--- config.mk ---
export PLATFORM = sky130hd
export DESIGN_NAME = regfile_scoreboard_flat
export DESIGN_NICKNAME = d
export VERILOG_FILES = /design/src/rtl/regfile_scoreboard_if.sv /design/src/rtl/regfile_scoreboard.sv /design/src/flat_wrapper.sv
export SDC_FILE = /design/constraint.sdc
export NUM_CORES = 1
export LEC_CHECK = 0
export CAP_MARGIN = 40
export CORE_MARGIN = 2
export CORE_UTILIZATION = 30
export DETAILED_ROUTE_END_ITERATION = 16
export PLACE_DENSITY = 0.64
export SYNTH_ARGS = -nofsm -noshare
export SYNTH_HDL_FRONTEND = slang
export SYNTH_SLANG_ARGS = --single-unit
--- constraint.sdc ---
create_clock -name clk -period 6.92 [get_ports clk]
set_input_delay 1.384 -clock clk [delete_from_list [all_inputs] [get_ports clk]]
set_output_delay 1.384 -clock clk [all_outputs]
set_load 0.01 [all_outputs]
--- src/rtl/regfile_scoreboard_if.sv ---
// Decoder/ALU-facing bus of regfile_scoreboard: write, pend, fill and read ports.
// The master modport drives requests and the slave modport (the register bank) drives read data and status.
interface regfile_scoreboard_if #(
  parameter int WIDTH  = 4,
  parameter int ADDR_W = 2
);
  logic              load_en;
  logic [ADDR_W-1:0] dest_sel;
  logic [WIDTH-1:0]  d;
  logic              pend_req;
  logic [ADDR_W-1:0] pend_sel;
  logic              fill_valid;
  logic [ADDR_W-1:0] fill_sel;
  logic [WIDTH-1:0]  fill_data;
  logic [ADDR_W-1:0] a_sel;
  logic [ADDR_W-1:0] b_sel;
  logic [WIDTH-1:0]  A;
  logic [WIDTH-1:0]  B;
  logic              a_busy;
  logic              b_busy;
  logic [ADDR_W:0]   busy_cnt;
  logic              fill_err;

  modport master (
    output load_en, dest_sel, d, pend_req, pend_sel,
    output fill_valid, fill_sel, fill_data, a_sel, b_sel,
    input  A, B, a_busy, b_busy, busy_cnt, fill_err
  );

  modport slave (
    input  load_en, dest_sel, d, pend_req, pend_sel,
    input  fill_valid, fill_sel, fill_data, a_sel, b_sel,
    output A, B, a_busy, b_busy, busy_cnt, fill_err
  );
endinterface

--- src/rtl/regfile_scoreboard.sv ---
// Register bank with two read ports and a per-register busy scoreboard for multi-cycle fills.
// Define REGFILE_BYPASS_EN to forward same-cycle writes and busy changes onto the read ports.
module regfile_scoreboard #(
  parameter int WIDTH  = 4,
  parameter int ADDR_W = 2
) (
  input  logic                 clk,
  input  logic                 rst,
  regfile_scoreboard_if.slave  bus
);
  localparam int NREGS = 1 << ADDR_W;

  logic [WIDTH-1:0] regs_q [NREGS];
  logic [WIDTH-1:0] regs_d [NREGS];
  logic [NREGS-1:0] busy_q;
  logic [NREGS-1:0] busy_d;
  logic [ADDR_W:0]  busy_cnt_q;
  logic [ADDR_W:0]  busy_cnt_d;
  logic             fill_err_q;
  logic             fill_err_d;
  logic             fill_hit;
  logic             load_fill_clash;

  function automatic logic [ADDR_W:0] popcount(input logic [NREGS-1:0] v);
    logic [ADDR_W:0] cnt;
    cnt = '0;
    for (int i = 0; i < NREGS; i++) begin
      cnt = cnt + {{ADDR_W{1'b0}}, v[i]};
    end
    return cnt;
  endfunction

  // Next state: load beats fill on data, pend beats both clears on busy.
  always_comb begin
    regs_d          = regs_q;
    busy_d          = busy_q;
    load_fill_clash = bus.load_en && (bus.dest_sel == bus.fill_sel);
    fill_hit        = bus.fill_valid && busy_q[bus.fill_sel];

    if (fill_hit) begin
      busy_d[bus.fill_sel] = 1'b0;
      if (!load_fill_clash) begin
        regs_d[bus.fill_sel] = bus.fill_data;
      end else begin
      end
    end else begin
    end

    if (bus.load_en) begin
      regs_d[bus.dest_sel] = bus.d;
      busy_d[bus.dest_sel] = 1'b0;
    end else begin
    end

    if (bus.pend_req) begin
      busy_d[bus.pend_sel] = 1'b1;
    end else begin
    end

    // A fill shadowed by a same-register load is dropped silently.
    fill_err_d = bus.fill_valid && !busy_q[bus.fill_sel] && !load_fill_clash;
    busy_cnt_d = popcount(busy_d);
  end

  // State registers with synchronous reset.
  always_ff @(posedge clk) begin
    if (rst) begin
      for (int i = 0; i < NREGS; i++) begin
        regs_q[i] <= '0;
      end
      busy_q     <= '0;
      busy_cnt_q <= '0;
      fill_err_q <= 1'b0;
    end else begin
      regs_q     <= regs_d;
      busy_q     <= busy_d;
      busy_cnt_q <= busy_cnt_d;
      fill_err_q <= fill_err_d;
    end
  end

`ifdef REGFILE_BYPASS_EN
  assign bus.A      = regs_d[bus.a_sel];
  assign bus.B      = regs_d[bus.b_sel];
  assign bus.a_busy = busy_d[bus.a_sel];
  assign bus.b_busy = busy_d[bus.b_sel];
`else
  assign bus.A      = regs_q[bus.a_sel];
  assign bus.B      = regs_q[bus.b_sel];
  assign bus.a_busy = busy_q[bus.a_sel];
  assign bus.b_busy = busy_q[bus.b_sel];
`endif
  assign bus.busy_cnt = busy_cnt_q;
  assign bus.fill_err = fill_err_q;
endmodule

--- src/flat_wrapper.sv ---
// flat-port wrapper written by rule: the top's interface ports become plain ports
module regfile_scoreboard_flat 
#(
  parameter int WIDTH  = 4,
  parameter int ADDR_W = 2
)
  (clk, rst, bus_load_en, bus_dest_sel, bus_d, bus_pend_req, bus_pend_sel, bus_fill_valid, bus_fill_sel, bus_fill_data, bus_a_sel, bus_b_sel, bus_A, bus_B, bus_a_busy, bus_b_busy, bus_busy_cnt, bus_fill_err);
  regfile_scoreboard_if #(.WIDTH(WIDTH), .ADDR_W(ADDR_W)) bus_i ();
  input  logic clk;
  input  logic rst;
  input wire logic [$bits(bus_i.load_en)-1:0] bus_load_en;
  input wire logic [$bits(bus_i.dest_sel)-1:0] bus_dest_sel;
  input wire logic [$bits(bus_i.d)-1:0] bus_d;
  input wire logic [$bits(bus_i.pend_req)-1:0] bus_pend_req;
  input wire logic [$bits(bus_i.pend_sel)-1:0] bus_pend_sel;
  input wire logic [$bits(bus_i.fill_valid)-1:0] bus_fill_valid;
  input wire logic [$bits(bus_i.fill_sel)-1:0] bus_fill_sel;
  input wire logic [$bits(bus_i.fill_data)-1:0] bus_fill_data;
  input wire logic [$bits(bus_i.a_sel)-1:0] bus_a_sel;
  input wire logic [$bits(bus_i.b_sel)-1:0] bus_b_sel;
  output wire logic [$bits(bus_i.A)-1:0] bus_A;
  output wire logic [$bits(bus_i.B)-1:0] bus_B;
  output wire logic [$bits(bus_i.a_busy)-1:0] bus_a_busy;
  output wire logic [$bits(bus_i.b_busy)-1:0] bus_b_busy;
  output wire logic [$bits(bus_i.busy_cnt)-1:0] bus_busy_cnt;
  output wire logic [$bits(bus_i.fill_err)-1:0] bus_fill_err;
  assign bus_i.load_en = bus_load_en;
  assign bus_i.dest_sel = bus_dest_sel;
  assign bus_i.d = bus_d;
  assign bus_i.pend_req = bus_pend_req;
  assign bus_i.pend_sel = bus_pend_sel;
  assign bus_i.fill_valid = bus_fill_valid;
  assign bus_i.fill_sel = bus_fill_sel;
  assign bus_i.fill_data = bus_fill_data;
  assign bus_i.a_sel = bus_a_sel;
  assign bus_i.b_sel = bus_b_sel;
  assign bus_A = bus_i.A;
  assign bus_B = bus_i.B;
  assign bus_a_busy = bus_i.a_busy;
  assign bus_b_busy = bus_i.b_busy;
  assign bus_busy_cnt = bus_i.busy_cnt;
  assign bus_fill_err = bus_i.fill_err;
  regfile_scoreboard #(.WIDTH(WIDTH), .ADDR_W(ADDR_W)) u_core (.clk(clk), .rst(rst), .bus(bus_i));
endmodule
==> impl_metrics.toml <==
[timing]
fin_tns_setup_ps = 0
min_period_ps = 4480
finalClockSkew_ps = 0.943
final_hold_viol_count = 0
setup_viol = 0
fmaxAchievable_mhz = 223
max-slew-margin-rel_pct = 42.8
holdWs_ps = 539
post-route-period-util_pct = 64.7
grt_setup_unrepaired = "no"
drv_slew = 0
worstMarginPinSlew_ps = 855
setup_slack_ps = 2440

[global_route]
grt_pass1_wl_um = 6800
gr-usage-all-layers_pct = 14.6
antenna_found_initial = 0
grt_max_degree = 25
grt-ovfl-total = 0
grt_pass1_vias = 1362

[yosys]
netlist_instances = 159
synthXorXnorAreaFrac_pct = 1.12
yosys-top-cells-area = "dfxtp_1, mux4_2, a211oi_1, a21o_1, nor2_1"
ys.flop_type = "dfxtp_1"
synth_compound_area_share_pct = 27.5
synthMuxAreaShare_pct = 15.9
synth_nets = 185
yosysSeqAreaShare_pct = 30.8
syn_avg_cell_area_um2 = 9.80
synth_edf_count = 0
ys_top_cells_by_count = "a211oi_1, dfxtp_1, nor2_1"
synthMostInstantiatedCell = "a211oi_1"
yosysUniqueCellTypes = 26
synth-seq-cells = 24
yosys.area_share.simple_pct = 18.1
yosys.area.top_type = "dfxtp_1"
synth_adder_area_share_pct = 2.89
async_reset_ff_share_pct = 0
synth_top_family_by_area = "compound AO/OA/AOI/OAI gates"
ys_warn_count = 0
syn_area_mm2 = 0.00156
synth_top_area_share_pct = 30.8

[drt]
drt-met1-wl_um = 1860
wl_met3_um = 217
wl_per_cell_um = 15.5
drtAntennaViolNets = 0
routed_wl_um = 4020
drt-initial-drc-count = 131
remaining_drc_errors = 0
vias = 1369
routed-wl-met2_um = 1880
vias_per_cell = 5.29
top_layer = "met4"
drt-pass1-iter-count = 4

[clock_tree]
cts_sinks = 24
clock_latency_ps = 260
clockRootBuffer = "clkbuf_8"
cts_hold_buf = 0
htreeDepth = 1
clk_pin_slew_ps = 90
post-cts-setup-buffers = 0
cts_inserted_buffers = 3
cts_resized = 0
cts_tree = "done"
clock_path_buffers = 2

[floorplanning]
fp.dieW_um = 76.1
std_cell_rows = 26
io_pins = 37
die_y_um = 76.1
start_util_pct = 30.7
die_area_mm2 = 0.00579
core_mm2 = 0.00507

[worst_setup_path]
cp_num_buf_inv = 2
start_kind = "input port"
critical-path-slowest-cell = "clkdlybuf4s50_1"
worstPathMaxFanout = 5
end_kind = "primary output"
crit_required_ps = 5540
critical-path-top-delay-family = "buffers and inverters"
critPathKind = "in2out"
slowest_delay_ps = 670
timing.critical_path.mode_cell = "clkdlybuf4s50_1"
path_cells = "clkdlybuf4s50_1, mux4_2, clkdlybuf4s50_1"
arrival_ps = 3090

[worst_hold_path]
hold_class = "reg2reg"

[finish]
area_growth_pct = 29.8
final_nets = 216
drive_above_1_share_pct = 10.6
num_antenna_cells = 0

[power_and_ir_drop]
powerDensity_mw_per_mm2 = 165
p_leak_uw = 0.000738
total_power_uw = 334
ir_drop_v = 0.0000633

[outcome]
status = "completed"

[placed_design]
routabilityCongestion = 0.787
pre_cts_slack_ps = 2430
numPortBuffers = 36
dp_hpwl_um = 3120

[job]
drv_cap = 0
-- sequential cells by signal, summed over array words and instances, names as in the netlist --
register,flops
u_core.bus.busy_cnt,3
u_core.bus.fill_err,1
u_core.busy_q,4
u_core.regs_q,16
-- placed cells by master, fill, tap and decap left out, drive strengths merged --
| master | instances |
|---|---|
| clkdlybuf4s50 | 36 |
| a211oi | 32 |
| dfxtp | 24 |
| nor2 | 20 |
| a21o | 16 |
| nor2b | 12 |
| mux4 | 11 |
| a31o | 4 |
| clkbuf | 4 |
| inv | 3 |
| and3b | 3 |
| a32o | 2 |
| nand3 | 2 |
| and3 | 2 |
| a31oi | 2 |
| nand4b | 2 |
| nand3b | 2 |
| xnor2 | 2 |
| ha | 2 |
| nand4bb | 1 |
| or3b | 1 |
| nand4 | 1 |
| and2 | 1 |
| nor3b | 1 |
| nor4bb | 1 |
| fa | 1 |
| buf | 1 |
-- worst min-delay path, cell delays in order (launching register included) --
cell and delay [ps]:
dfxtp_1 330, nor2_1 100, a211oi_1 70
-- path summary, 6_finish.rpt --
check / from / endpoint / slack [ps] / depth (start not counted)
max: bus_a_sel[0] / bus_A[0] / 2440 / 3
min: u_core.regs_q[11]$_SDFF_PP0_ / u_core.regs_q[11]$_SDFF_PP0_ / 540 / 2
max reg2reg: u_core.busy_q[0]$_SDFF_PP0_ / u_core.bus.busy_cnt[1]$_SDFF_PP0_ / 4630 / 8
min reg2reg: u_core.regs_q[11]$_SDFF_PP0_ / u_core.regs_q[11]$_SDFF_PP0_ / 540 / 2
-- area by class of cell --
class	instances	area (um^2)
clock buffers	4	55.1
fillers	509	3050
inverters	3	11.3
multi-input cells	121	1020
flip-flops and latches	24	480
well taps	70	87.6
repair buffers	37	368
-- report_power, final --
group / leakage, uW / switching (uW) / internal [uW]
registers: 0.000197 / 6.27 / 147
logic: 0.000513 / 38.2 / 46.3
clock network: 0.0000288 / 46.2 / 50.8
-- per-layer routing --
metal / GRT usage [%] / vias to the layer above
li1: - / 680
met2: 23.3 / 41
met5: 0 / -
met4: 5.45 / 0
met3: 2.37 / 4
met1: 19.9 / 644
-- logic make-up after synthesis --
kind of cell,count (synthesis)
AO/OA/AOI/OAI,56
AND/OR/NAND/NOR,49
flip-flops,24
buffers and inverters,14
multiplexers,11
adder cells (fa/ha/maj),3
XOR/XNOR,2
-- stage by stage --
step / instances / area, um^2 / utilization (%)
floorplan: 159 / 1560 / -
CTS: 259 / 2020 / 39.8
global route: 259 / 2020 / 39.8
global placement: 255 / 1970 / 38.8
finish: 259 / 2020 / 39.8
detailed placement: 255 / 1970 / 38.8
(Power assumes the default switching activity.)
